File: src/rtl/gouram_trace_pkg.sv
// Shared definitions for the trace drain path: record geometry, beat indexing
// and the drain FSM state type.
package gouram_trace_pkg;

  localparam int TRACE_RECORD_WIDTH = 160;
  localparam int TRACE_WORD_WIDTH   = 32;
  localparam int TRACE_BEATS        = 5;

  // Beat index is sized from the beat count so the record geometry lives in one place.
  localparam int BEAT_IDX_WIDTH = (TRACE_BEATS > 1) ? $clog2(TRACE_BEATS) : 1;

  typedef logic [TRACE_RECORD_WIDTH-1:0] trace_record_t;
  typedef logic [TRACE_WORD_WIDTH-1:0]   trace_word_t;
  typedef logic [BEAT_IDX_WIDTH-1:0]     beat_idx_t;

  localparam beat_idx_t FIRST_BEAT = '0;
  localparam beat_idx_t LAST_BEAT  = beat_idx_t'(TRACE_BEATS - 1);

  typedef enum logic [0:0] {
    DRAIN_IDLE   = 1'b0,
    DRAIN_STREAM = 1'b1
  } drain_state_e;

  function automatic beat_idx_t next_beat(input beat_idx_t idx);
    return (idx == LAST_BEAT) ? FIRST_BEAT : beat_idx_t'(idx + 1'b1);
  endfunction

endpackage

File: src/rtl/sat_counter.sv
// Saturating up-counter: increments on inc_i, sticks at all-ones, never wraps.
module sat_counter #(
  parameter int WIDTH = 32
) (
  input  logic             clk,
  input  logic             rst_n,
  input  logic             inc_i,
  output logic [WIDTH-1:0] count_o
);

  logic [WIDTH-1:0] count_q;
  logic [WIDTH-1:0] count_d;
  logic             at_max;

  assign at_max = &count_q;

  always_comb begin
    count_d = count_q;
    if (inc_i && !at_max) begin
      count_d = count_q + WIDTH'(1);
    end
  end

  always_ff @(posedge clk or negedge rst_n) begin
    if (!rst_n) begin
      count_q <= '0;
    end else begin
      count_q <= count_d;
    end
  end

  assign count_o = count_q;

endmodule

File: src/rtl/trace_drain_ctrl.sv
// Latches one completed trace record and drains it as 32-bit beats, LS word first;
// strobes arriving while a record is in flight are counted as drops.
module trace_drain_ctrl
  import gouram_trace_pkg::*;
#(
  parameter int DROP_COUNT_WIDTH = 32
) (
  input  logic                          clk,
  input  logic                          rst_n,
  input  logic [TRACE_RECORD_WIDTH-1:0] trace_data_i,
  input  logic                          trace_ready_i,
  input  logic                          trace_capture_enable_i,
  output logic                          record_ack_o,
  output logic [TRACE_WORD_WIDTH-1:0]   m_data_o,
  output logic                          m_valid_o,
  input  logic                          m_ready_i,
  output logic                          m_last_o,
  output logic                          busy_o,
  output logic [DROP_COUNT_WIDTH-1:0]   drop_count_o
);

  drain_state_e  state_q, state_d;
  beat_idx_t     beat_q, beat_d;
  trace_record_t record_q, record_d;

  logic          strobe;
  logic          accept;
  logic          drop;
  logic          streaming;

  trace_word_t   record_words [TRACE_BEATS];

  assign strobe    = trace_ready_i && trace_capture_enable_i;
  assign streaming = (state_q == DRAIN_STREAM);

  always_comb begin
    state_d  = state_q;
    beat_d   = beat_q;
    record_d = record_q;
    accept   = 1'b0;
    drop     = 1'b0;
    case (state_q)
      DRAIN_IDLE: begin
        if (strobe) begin
          accept   = 1'b1;
          record_d = trace_data_i;
          beat_d   = FIRST_BEAT;
          state_d  = DRAIN_STREAM;
        end
      end
      DRAIN_STREAM: begin
        // The held record is never overwritten mid-drain; a new strobe is only counted.
        drop = strobe;
        if (m_ready_i) begin
          beat_d = next_beat(beat_q);
          if (beat_q == LAST_BEAT) begin
            state_d = DRAIN_IDLE;
          end
        end
      end
      default: begin
        state_d = DRAIN_IDLE;
        beat_d  = FIRST_BEAT;
      end
    endcase
  end

  always_ff @(posedge clk or negedge rst_n) begin
    if (!rst_n) begin
      state_q  <= DRAIN_IDLE;
      beat_q   <= FIRST_BEAT;
      record_q <= '0;
    end else begin
      state_q  <= state_d;
      beat_q   <= beat_d;
      record_q <= record_d;
    end
  end

  genvar gi;
  generate
    for (gi = 0; gi < TRACE_BEATS; gi++) begin : g_word_split
      assign record_words[gi] = record_q[gi*TRACE_WORD_WIDTH +: TRACE_WORD_WIDTH];
    end
  endgenerate

  // Beat outputs come purely from held state, so m_valid_o has no path from m_ready_i.
  assign m_valid_o    = streaming;
  assign m_data_o     = streaming ? record_words[beat_q] : '0;
  assign m_last_o     = streaming && (beat_q == LAST_BEAT);
  assign busy_o       = streaming;
  assign record_ack_o = accept;

  sat_counter #(
    .WIDTH (DROP_COUNT_WIDTH)
  ) u_drop_counter (
    .clk     (clk),
    .rst_n   (rst_n),
    .inc_i   (drop),
    .count_o (drop_count_o)
  );

endmodule

File: config.mk
export PLATFORM = sky130hd
export DESIGN_NAME = trace_drain_ctrl
export DESIGN_NICKNAME = d
export VERILOG_FILES = /design/src/rtl/gouram_trace_pkg.sv /design/src/rtl/sat_counter.sv /design/src/rtl/trace_drain_ctrl.sv
export SDC_FILE = /design/constraint.sdc
export NUM_CORES = 1
export LEC_CHECK = 0
export ABC_AREA = 0
export BUFFER_PORTS_ARGS = -buffer_cell sky130_fd_sc_hd__buf_4
export CORE_MARGIN = 2
export CORE_UTILIZATION = 50
export CTS_CLUSTER_DIAMETER = 50
export DETAILED_ROUTE_END_ITERATION = 10
export MAX_ROUTING_LAYER = met4
export PLACE_DENSITY = 0.76
export SYNTH_ARGS = -nofsm -noshare
export SYNTH_HDL_FRONTEND = slang
export SYNTH_SLANG_ARGS = --single-unit
File: constraint.sdc
create_clock -name clk -period 2.1 [get_ports clk]
set_clock_uncertainty 0.1 [all_clocks]
set_input_delay 0.21 -clock clk [delete_from_list [all_inputs] [get_ports clk]]
set_output_delay 0.21 -clock clk [all_outputs]
set_load 0.01 [all_outputs]
Word level (Yosys, flattened, before mapping)
Index checks and enable logic that the tools add are counted.

cells by class
  add/sub/neg operators = 2
  $lt $le $gt $ge = 1
  equal/unequal tests = 3
  multiplexer cells = 14
  bitwise gates (word level) = 2
  reductions and logical operators = 7

operator list
  cell                                                             count
  32-bit binary-select mux with 3-bit select                       1
  32-bit two-way mux                                               3
  32-bit by 1-bit adder with 32-bit output, second input constant  1
  32-bit AND reduction                                             1
  3-bit two-way mux                                                3
  3-bit case mux with 2 select lines                               1
  1-bit two-way mux                                                5
  4-bit greater-or-equal comparator, second input constant         1
  2-bit != test, second input constant                             2
  3-bit NOT with 4-bit output                                      1
  2-bit AND reduction                                              2
  3-bit by 1-bit adder with 3-bit output, second input constant    1
  3-bit equality test, second input constant                       1
  1-bit logical AND                                                3
  1-bit case mux with 2 select lines                               1
  1-bit zero test                                                  1
  1-bit NOT                                                        1

word-level totals
  register bits = 196
  output and inout bits = 68

Longest topological paths before layout
Gate-level depths: netlist of run 1.

  depth after elaboration = 5
  gate-level depth with buffers = 7
  depth with buffers taken out = 6

Cells and area by module
From an unflattened synthesis of run 1, not the netlist that was laid out.

unflattened totals
  cells, all modules = 658
  area, all modules = 9796.9 µm²

by module, submodules not included
  module            times used  cells an instance  area each (µm²)
  trace_drain_ctrl  1           512                8216.6
  sat_counter       1           146                1580.3

Worst setup path after synthesis of run 1
Ideal clock, no wire load.

  path type = reg-to-output
  start point = register beat_q[0]
  end point = output m_data_o[21]
  arrival = 1.612 ns
  required time = 1.790 ns
  slack = 0.178 ns
  stages on the path, launching flop included = 6
  path buffers = 2
  cell sequence = dfrtp_1 buf_2 buf_2 mux4_2 a22oi_1 nor2b_1

between the ends
  word-level cells in the longest chain between the ends = 5

ends and longest elaborated chain
  element                                                line                    source
  from (decl)                                            trace_drain_ctrl.sv:23  beat_idx_t beat_q, beat_d;
  from (signal assigned)                                 trace_drain_ctrl.sv:75  beat_q <= beat_d;
  3-bit NOT with 4-bit output (not written as such)      trace_drain_ctrl.sv:89  assign m_data_o = streaming ? record_words[beat_q] : '0;
  32-bit binary-select mux with 3-bit select             trace_drain_ctrl.sv:89
  32-bit two-way mux (not written as such) (2 in a row)  trace_drain_ctrl.sv:89
  32-bit two-way mux                                     trace_drain_ctrl.sv:89
  to (decl)                                              trace_drain_ctrl.sv:14  output logic [TRACE_WORD_WIDTH-1:0] m_data_o,

Every way passes these cells. The select of a mux whose other input is x is not followed.

Worst setup path after layout of run 1
  start point = register beat_q[0]
  end point = output m_data_o[19]

Same word-level chain as after synthesis.

==> results of run 1 <==
## per-stage QoR
stage	std cells	util [%]	setup TNS (ns)	area [um^2]	hold slack, ns
after floorplan	961	-	0	9010	-0.186
after global placement	1388	62.2	0	11100	0.162
after detailed placement	1388	62.2	0	11100	0.160
after CTS	1591	76.1	-7.62	13600	0.132
after global routing	1596	76.5	-8.38	13700	0.156
final	1597	76.6	-6.12	13700	0.158
## worst max-delay path, stage by stage (launching register included)
cell and delay (ns):
dfrtp_2 0.44, buf_12 0.14, buf_12 0.13, mux4_2 0.51, a22oi_2 0.16, nor2b_2 0.08
buf_4 0.15
## state kept, by name, indices dropped and copies added (netlist names)
| signal | cells |
|---|---|
| beat_q | 3 |
| record_q | 160 |
| u_drop_counter.count_o | 32 |
| busy_o | 1 |
## worst min-delay path by stage
stage	start	end	cells past startpoint
after floorplan	rst_n	beat_q[0]	0
after global placement	rst_n	u_drop_counter.count_o[21]	2
after detailed placement	rst_n	u_drop_counter.count_o[21]	2
after CTS	trace_ready_i	u_drop_counter.count_o[3]	4
after global routing	trace_ready_i	u_drop_counter.count_o[3]	4
final	trace_ready_i	u_drop_counter.count_o[3]	4
## metal layers
metal	vias up	wire length (um)
met5	-	0
met2	403	14200
li1	3895	-
met4	0	1480
met3	113	1660
met1	4147	11400
## cell usage after synthesis, drive strengths merged, types with 4 or more instances
library cell  count
nand2           498
nand4            11
nor3             13
inv               5
clkbuf           34
dfrtp           196
buf              21
a22oi            32
xor2             12
nand3            18
nor2              7
xnor2            18
and3              7
mux4             32
nor2b            32
and4              4
## power groups by stage
stage | Sequential [mW] | Clock [mW] | Combinational [mW]
floorplan | 5.93 | 0 | 3.71
global placement | 6.14 | 0 | 5.63
detailed placement | 6.21 | 0 | 5.76
CTS | 6.18 | 3.34 | 6.43
global route | 6.40 | 3.47 | 7.28
finish | 6.26 | 3.29 | 6.66
## repair_timing
item,in CTS,in global routing
hold endpoints to repair,358,0
pin swaps,2,4
endpoints found under the setup margin,33,34
hold buffers,162,0
buffers inserted,5,2
cloned,4,2
gates resized for setup,20,10
## kinds of logic after synthesis
group	Yosys count	share of synthesized area, %
flops	196	54.4
mux	33	8.16
xor+xnor	30	2.91
fa+ha+maj	3	0.416
simple gates	598	27.9
compound gates	40	3.34
buf+inv	61	2.90
## layout make-up
type                            instances  share of cell area, %
Multi-Input combinational cell        704                   28.7
Clock buffer                           19                   3.24
Antenna cell                            3                 0.0550
Tap cell                              229                   2.10
Timing Repair Buffer                  427                   28.6
Sequential cell                       196                   35.9
Clock inverter                         13                   1.10
Inverter                                6                  0.256
==> impl_metrics.csv, run 1 <==
group,metric,value,unit
synthesis,synth_edf_count,0,
power,ir_worst_vdd,0.699,mV
critical_path,worstPathMaxFanout,7,
final_layout,final_common_cell,"nand2_1",
global_routing,grtUsageMet3,5.26,%
sta,fin_crit,2.36,ns
critical_path,required,1.79,ns
critical_path,startpoint,"beat_q[0]",
critical_path,r2r_end,"u_drop_counter.count_o[1]",
critical_path,worstSetupPathType,"flip-flop to output pin",
final_layout,drive_gt1_share,26.4,%
synthesis,yosysTopAreaCell,"dfrtp_1",
power,p_seq_share,38.6,%
cts,cts.clk_slew.worst_paths,0.07,ns
global_routing,grt_pass1_vias,9148,
global_routing,grt_pass1_wl,45900,um
drt,vias,8558,
power,p_int,10.6,mW
cts,cts-buffers-inserted,17,
sta,tightest_slew,0.786,ns
sta,setup_slack,-0.257,ns
drt,ant_nets,0,
global_routing,grtUsageTotal,31.3,%
synthesis,synth_top_area_share,54.4,%
drt,viasPerCell,5.36,
final_layout,fin_nets,1520,
sta,hold_viol,0,
drt,wl,28800,um
drt,drtPass1Iterations,5,
synthesis,seq_area_frac_synth,54.4,%
sta,drv_slew,0,
drt,initialDrtViolationCount,570,
sta,setup_viol,32,
final_layout,seqCellArea,4910,um^2
synthesis,synth_area_per_cell,9.38,um^2
power,switching_share,34.6,%
synthesis,synthTopCellsByArea,"dfrtp_1 (54%), nand2_1 (21%), mux4_2 (8.0%), a22oi_1 (2.7%), nor2b_1 (2.2%)",
cts,htree_num_levels,4,
cts,clock_latency,0.42,ns
synthesis,syn_area,9010,um^2
worst_hold_path,min_path_type,"primary input to flip-flop",
synthesis,ys_ff_latch,196,
critical_path,r2r_start,"u_drop_counter.count_o[1]",
power,leakage,6.91,nW
synthesis,synthFlopType,"dfrtp_1",
power,pwr_density_cell,1190,nW/um^2
critical_path,reg2reg_depth,6,
critical_path,cp-endpoint,"m_data_o[19]",
status,status,"finished, violations left",
power,power_frac_comb,41.1,%
cts,cts_root_buf,"clkbuf_16",
critical_path,setup.worst_path.end_class,"output pin",
placement,gp_congestion,0.890,
synthesis,ys_types,40,
placement,dpl.hpwl,16200,um
synthesis,synthArstFlopShare,100,%
status,violations,"negative setup slack",
synthesis,synth_warnings,0,
critical_path,cp-start-kind,"flip-flop",
sta,max_slew_margin,47.6,%
sta,clock.fmax,424,MHz
die,die_area,19100,um^2
global_routing,grt_busiest_layer,"met2",
final_layout,multi_input_area,3930,um^2
die,initial_utilization,50.5,%
final_layout,areaGrowthSynthToFinish,51.5,%
drt,drc,0,
die,pin_count,233,
cts,cts_tree,"built",
die,fp.dieW,138,um
power,p_total,16.2,mW
power,clockPowerShare,20.3,%
die,coreArea,17800,um^2
global_routing,grt_antenna_before_repair,2,
synthesis,syn_nets,1129,
placement,post-place-ws,0.0450,ns
critical_path,cp.arrival,2.05,ns
global_routing,met2_usage,49.1,%
sta,rsz0062_at_grt,"yes",
final_layout,fillerInstances,1118,
power,p_sw,5.61,mW
cts,cts.path.max_buffers,2,
sta,fin_crit_sh,112,%
cts,cts_num_sinks,196,
final_layout,layout_common_cells,"nand2_1 (498), buf_4 (242), dfrtp_1 (194)",
critical_path,reg2reg_slack,0.10,ns
global_routing,grt_util_met1,38.8,%
die,die_y,138,um
die,rows,49,
job,drv_cap,0,
global_routing,grt_overflow,0,
synthesis,syn_inst,961,
drt,wl_per_cell,18.0,um
global_routing,grt_max_degree,164,
placement,portBuffers,232,
Power figures use the tool's default switching activity.
==> run 2, diff against run 1 <==
--- a/config.mk
+++ b/config.mk
@@ -12,7 +12,8 @@
 export CTS_CLUSTER_DIAMETER = 50
 export DETAILED_ROUTE_END_ITERATION = 10
 export MAX_ROUTING_LAYER = met4
-export PLACE_DENSITY = 0.76
+export PLACE_DENSITY = 0.75
 export SYNTH_ARGS = -nofsm -noshare
 export SYNTH_HDL_FRONTEND = slang
+export SYNTH_HIERARCHICAL = 1
 export SYNTH_SLANG_ARGS = --single-unit
==> impl_metrics.csv, run 2 <==
group,metric,value,unit
status,violations,"negative setup slack",
global_routing,grt_pass1_wl,41200,um
cts,cts_num_sinks,196,
final_layout,fin_cells,1356,
power,p_total,17.6,mW
critical_path,r2r_end,"u_drop_counter/count_o[27]",
power,power_frac_comb,44.5,%
synthesis,synth_compound_area_share,5.57,%
critical_path,worstSetupPathType,"flip-flop to output pin",
critical_path,cp_slowest_cell,"dfrtp_4",
drt,vias,7124,
sta,setup_tns,-5.17,ns
synthesis,yosys.area_share.simple,5.15,%
sta,clock.fmax,429,MHz
power,p_sw,5.67,mW
drt,drc,0,
cts,cts_tree,"built",
synthesis,syn_inst,658,
critical_path,reg2reg_slack,0.08,ns
job,drv_cap,0,
drt,wl,27300,um
final_layout,layout_common_cells,"buf_4 (252), dfrtp_1 (195), dlygate4sd3_1 (161)",
global_routing,grt_antenna_before_repair,1,
synthesis,synth_top_area_share,50.1,%
drt,initialDrtViolationCount,248,
synthesis,synth_edf_count,0,
critical_path,cp-start-kind,"flip-flop",
sta,setup_viol,32,
critical_path,worstPathMaxFanout,12,
die,fp.dieW,144,um
global_routing,grtUsageTotal,26.8,%
synthesis,synth_area_per_cell,14.9,um^2
die,die_area,20700,um^2
worst_hold_path,min_path_type,"primary input to flip-flop",
sta,drv_slew,0,
sta,fin_crit,2.33,ns
synthesis,yosysTopAreaCell,"dfrtp_1",
drt,drtPass1Iterations,5,
synthesis,ys_ff_latch,196,
placement,gp_congestion,0.805,
sta,tightest_slew,0.454,ns
final_layout,fin_nets,1242,
synthesis,synth_top_family_by_area,"multiplexers",
die,die_y,144,um
global_routing,grt_pass1_vias,7844,
sta,fin_crit_sh,111,%
sta,hold_viol,0,
worst_hold_path,min_to,"busy_o",
sta,rsz0062_at_grt,"yes",
power,pwr_density_cell,1240,nW/um^2
synthesis,syn_area,9800,um^2
placement,dpl.hpwl,15500,um
synthesis,ys_types,53,
cts,cts.path.max_buffers,2,
synthesis,synthFlopType,"dfrtp_1",
die,initial_utilization,50.7,%
critical_path,max_stage_delay,0.55,ns
final_layout,largest-register,"record_q",
final_layout,fillerInstances,1245,
critical_path,critPathBufInv,2,
power,clockPowerShare,18.1,%
placement,post-place-ws,0.107,ns
critical_path,r2r_start,"u_drop_counter/count_o[10]",
critical_path,reg2reg_depth,5,
cts,cts_root_buf,"clkbuf_16",
cts,cts.clk_slew.worst_paths,0.07,ns
die,coreArea,19300,um^2
final_layout,final_cell_area,14200,um^2
power,switching_share,32.3,%
placement,placed_area,11800,um^2
final_layout,multi_input_area,4490,um^2
worst_hold_path,worstHoldStart,"m_ready_i",
sta,setup_slack,-0.229,ns
critical_path,cp_cell_sequence,"and4bb_4 -> buf_16 -> a22oi_1 -> o21ai_1 -> buf_4",
placement,placedCellCount,1153,
synthesis,yosys.cell_count.top_type,"dfrtp_1",
cts,cts-buffers-inserted,17,
sta,max_slew_margin,69.5,%
drt,wl_per_cell,20.1,um
power,p_seq_share,37.4,%
synthesis,synth_commonest_cells,"dfrtp_1 (196), mux2_4 (156), mux2i_1 (32), o21ai_1 (32), a22oi_1 (31)",
cts,clock_latency,0.42,ns
power,leakage,6.98,nW
final_layout,utilization,73.4,%
final_layout,areaGrowthSynthToFinish,44.8,%
global_routing,grt_overflow,0,
synthesis,seq_area_frac_synth,50.1,%
status,status,"finished, violations left",
worst_hold_path,hold_depth,4,
critical_path,required,1.79,ns
synthesis,synthAdderAreaFrac,0.383,%
cts,htree_num_levels,4,
final_layout,largest_reg_flops,160,
critical_path,critPathTopFamily,"flip-flops",
final_layout,final_common_cell,"buf_4",
final_layout,seqCellArea,4910,um^2
synthesis,syn_nets,826,
global_routing,grt_max_degree,63,
final_layout,drive_gt1_share,46.8,%
synthesis,synthTopCellsByArea,"dfrtp_1 (50%), mux2_4 (24%), mux2i_1 (3.3%), mux2_2 (2.4%), a22oi_1 (2.4%)",
synthesis,synth_warnings,6,
critical_path,cp.arrival,2.02,ns
sta,timing.hold.ws,0.0393,ns
synthesis,synth_xor_area_share,2.50,%
synthesis,synth.area.mux_share,31.4,%
critical_path,setup.worst_path.end_class,"output pin",
power,ir_worst_vdd,0.731,mV
die,pin_count,233,
drt,ant_nets,0,
synthesis,synthArstFlopShare,100,%
placement,portBuffers,232,
die,rows,51,
power,p_int,11.9,mW
drt,viasPerCell,5.25,
==> run 2: metal layers <==
metal / wire length (um) / vias up / track usage (%) / share of wire (%)
li1: - / 3231 / - / -
met1: 11300 / 3634 / 31.4 / 41
met2: 14300 / 214 / 46.1 / 52
met3: 1170 / 45 / 5.46 / 4.3
met4: 576 / 0 / 9.49 / 2.1
met5: 0 / - / - / 0
==> run 2: worst reg2reg max path, delay by kind of cell, from the launching register on <==
kind / cells / cell delay, ns
AOI/OAI and AO/OA: 1 / 0.30
DFF: 1 / 0.45
and+or+nand+nor: 3 / 0.93
xor gates and xnor gates: 1 / 0.14
==> run 2: cell families (layout without fill, tap and decap cells) <==
kind of cell               Yosys count  count (layout)
AOI/OAI and AO/OA                   81              81
xor gates and xnor gates            28              28
adders and majority gates            3               3
buffers and inverters               41             470
DFF                                196             196
muxes                              225             225
other                                0               4
and+or+nand+nor                     84              84
==> run 2: cell type report <==
| type | count | share of cell area [%] |
|---|---|---|
| Antenna cell | 4 | 0.0705 |
| Inverter | 4 | 0.106 |
| Timing Repair Buffer | 434 | 27.3 |
| Clock inverter | 12 | 0.855 |
| Sequential cell | 196 | 34.6 |
| Clock buffer | 20 | 3.08 |
| Multi-Input combinational cell | 421 | 31.6 |
| Tap cell | 265 | 2.34 |
==> run 2: power groups by stage <==
stage	sequential, mW	clock (mW)	combinational (mW)
after floorplan	6.17	0	5.10
after detailed placement	6.49	0	7.08
after global placement	6.42	0	6.95
final	6.58	3.18	7.83
after CTS	6.47	3.21	7.59
after global routing	6.73	3.39	8.34
==> run 2: timing repair <==
| item | CTS | global route |
|---|---|---|
| buffers inserted | 4 | 1 |
| gates resized for setup | 16 | 12 |
| hold buffers | 161 | 0 |
| hold endpoints to repair | 204 | 0 |
| pin swaps | 3 | 5 |
| setup endpoints to repair | 33 | 38 |
| gates cloned | 1 | 2 |
==> run 2: worst max-delay path by stage <==
stage	start	to	slack (ns)	cells past startpoint
after floorplan	busy_o	u_drop_counter/count_o[21]	0.11	6
after global placement	u_drop_counter/count_o[0]	u_drop_counter/count_o[21]	0.17	7
after detailed placement	u_drop_counter/count_o[10]	u_drop_counter/count_o[27]	0.11	5
after CTS	beat_q[1]	m_data_o[27]	-0.18	5
after global routing	beat_q[1]	m_data_o[17]	-0.28	5
final	beat_q[1]	m_data_o[17]	-0.23	5
==> run 3, diff against run 2 <==
==> constraint.sdc (replaced) <==
create_clock -name clk -period 2.3 [get_ports clk]
set_clock_uncertainty 0.1 [all_clocks]
set_input_delay 0.23 -clock clk [delete_from_list [all_inputs] [get_ports clk]]
set_output_delay 0.23 -clock clk [all_outputs]
set_load 0.01 [all_outputs]
==> impl_metrics.csv, run 3 (synthesis gave the netlist of run 2 again) <==
group,metric,value,unit
status,status,"complete, no violations",
drt,viasPerCell,5.23,
power,pwr_density_cell,1150,nW/um^2
cts,cts_tree,"built",
drt,initialDrtViolationCount,284,
final_layout,largest-register,"record_q",
job,drv_cap,0,
power,clockPowerShare,19.6,%
sta,max_slew_margin,64.4,%
critical_path,cp_slowest_cell,"dfrtp_4",
worst_hold_path,worstHoldStart,"m_ready_i",
global_routing,grt_antenna_before_repair,1,
drt,drc,0,
critical_path,cp-start-kind,"flip-flop",
cts,cts.clk_slew.worst_paths,0.07,ns
critical_path,worstPathMaxFanout,13,
global_routing,grt_pass1_vias,7494,
drt,vias,6998,
die,die_area,20700,um^2
final_layout,fin_nets,1226,
critical_path,cp.arrival,1.95,ns
critical_path,setup.worst_path.end_class,"output pin",
critical_path,r2r_end,"u_drop_counter/count_o[22]",
final_layout,final_cell_area,14100,um^2
die,coreArea,19300,um^2
global_routing,grt_pass1_wl,40200,um
sta,drv_slew,0,
cts,cts-buffers-inserted,17,
power,power_frac_comb,43.5,%
cts,cts_root_buf,"clkbuf_16",
drt,wl_per_cell,19.6,um
final_layout,areaGrowthSynthToFinish,43.6,%
critical_path,required,1.97,ns
sta,fin_crit,2.28,ns
die,pin_count,233,
sta,setup_viol,0,
placement,portBuffers,232,
die,rows,51,
drt,ant_nets,0,
power,p_sw,5.13,mW
sta,hold_viol,0,
drt,drtPass1Iterations,5,
drt,wl,26200,um
critical_path,worstSetupPathType,"flip-flop to output pin",
global_routing,grtUsageTotal,26.1,%
die,initial_utilization,50.7,%
placement,placedCellCount,1140,
final_layout,final_common_cell,"buf_4",
sta,rsz0062_at_grt,"yes",
critical_path,max_stage_delay,0.54,ns
sta,fin_crit_sh,99.3,%
cts,cts_num_sinks,196,
power,switching_share,31.6,%
power,leakage,6.92,nW
sta,tightest_slew,0.531,ns
critical_path,reg2reg_slack,0.23,ns
critical_path,r2r_start,"u_drop_counter/count_o[0]",
power,ir_worst_vdd,0.612,mV
sta,clock.fmax,438,MHz
die,die_y,144,um
placement,dpl.hpwl,15500,um
cts,htree_num_levels,4,
sta,timing.hold.ws,0.0319,ns
worst_hold_path,min_path_type,"primary input to flip-flop",
placement,placed_area,11700,um^2
worst_hold_path,min_to,"busy_o",
critical_path,cp_cell_sequence,"and4bb_4 -> buf_12 -> a22oi_2 -> o21ai_1 -> buf_4",
critical_path,reg2reg_depth,6,
placement,gp_congestion,0.807,
final_layout,layout_common_cells,"buf_4 (238), dfrtp_1 (195), dlygate4sd3_1 (161)",
final_layout,drive_gt1_share,45.3,%
power,p_seq_share,36.9,%
power,p_int,11.1,mW
global_routing,grt_overflow,0,
global_routing,grt_max_degree,55,
die,fp.dieW,144,um
worst_hold_path,hold_depth,4,
power,p_total,16.2,mW
cts,cts.path.max_buffers,2,
cts,clock_latency,0.42,ns
final_layout,largest_reg_flops,160,
final_layout,fin_cells,1337,
-- run 3: changes by cell type in the layout (fill, tap and decap cells not counted), moves of 2 or more --
cell,delta
buf_4,-14
a22oi_1,+7
a22oi_2,-7
clkbuf_1,-3
diode_2,-3
inv_6,-3
inv_8,+3
buf_6,-2
bufinv_16,+2
o21ai_1,+2
o21ai_2,-2
-- run 3: timing repair --
item | in CTS | in global routing
endpoints found under the hold margin | 203 | 0
cloned | 1 | 1
pin swaps | 1 | 1
resized for setup | 6 | 9
setup endpoints to repair | 32 | 30
hold buffers | 161 | 0
setup buffers | 0 | 1
-- run 3: final cells by class --
class | count | area [um^2]
diodes | 1 | 2.50
clock buffers | 18 | 439
clock inverters | 14 | 190
fillers | 1239 | 5270
inverters | 4 | 15.0
multi-input cells | 421 | 4430
flip-flops and latches | 196 | 4910
well taps | 265 | 332
repair buffers | 418 | 3750
-- run 3: worst max-delay path by stage --
stage | startpoint | end | slack, ns | depth (start not counted)
floorplan | busy_o | u_drop_counter/count_o[21] | 0.31 | 6
global placement | trace_ready_i | u_drop_counter/count_o[21] | 0.29 | 7
detailed placement | trace_ready_i | u_drop_counter/count_o[21] | 0.25 | 7
CTS | beat_q[1] | m_data_o[7] | -0.04 | 5
global route | beat_q[1] | m_data_o[25] | -0.07 | 5
finish | beat_q[1] | m_data_o[24] | 0.02 | 5
-- run 3: worst max-delay path: cells and delay by family (launching register included) --
kind / cells / cell delay, ns
simple gates: 1 / 0.45
flops: 1 / 0.54
buf+inv: 2 / 0.32
compound gates: 2 / 0.22
-- run 3: power by group through the flow --
| stage | combinational [mW] | sequential, mW | clock, mW |
|---|---|---|---|
| floorplan | 4.65 | 5.63 | 0 |
| global placement | 6.36 | 5.83 | 0 |
| detailed placement | 6.49 | 5.91 | 0 |
| CTS | 6.88 | 5.89 | 3.23 |
| global route | 7.53 | 6.14 | 3.39 |
| finish | 7.05 | 5.98 | 3.18 |
-- run 3: routing by layer --
layer  global-route usage [%]  wire length (um)
met1                     31.8             10900
met2                     44.2             13400
met3                     4.80              1300
met4                     8.77               552
met5                        -                 0
-- run 3: metrics by stage --
| step | setup slack (ns) | setup TNS (ns) | utilization [%] |
|---|---|---|---|
| 4_1_cts | -0.0394 | -0.0394 | 72.4 |
| 2_1_floorplan | 0.310 | 0 | - |
| 6_report | 0.0172 | 0 | 72.7 |
| 3_3_place_gp | 0.295 | 0 | 60.5 |
| 5_1_grt | -0.0750 | -0.667 | 72.7 |
| 3_5_place_dp | 0.248 | 0 | 60.5 |
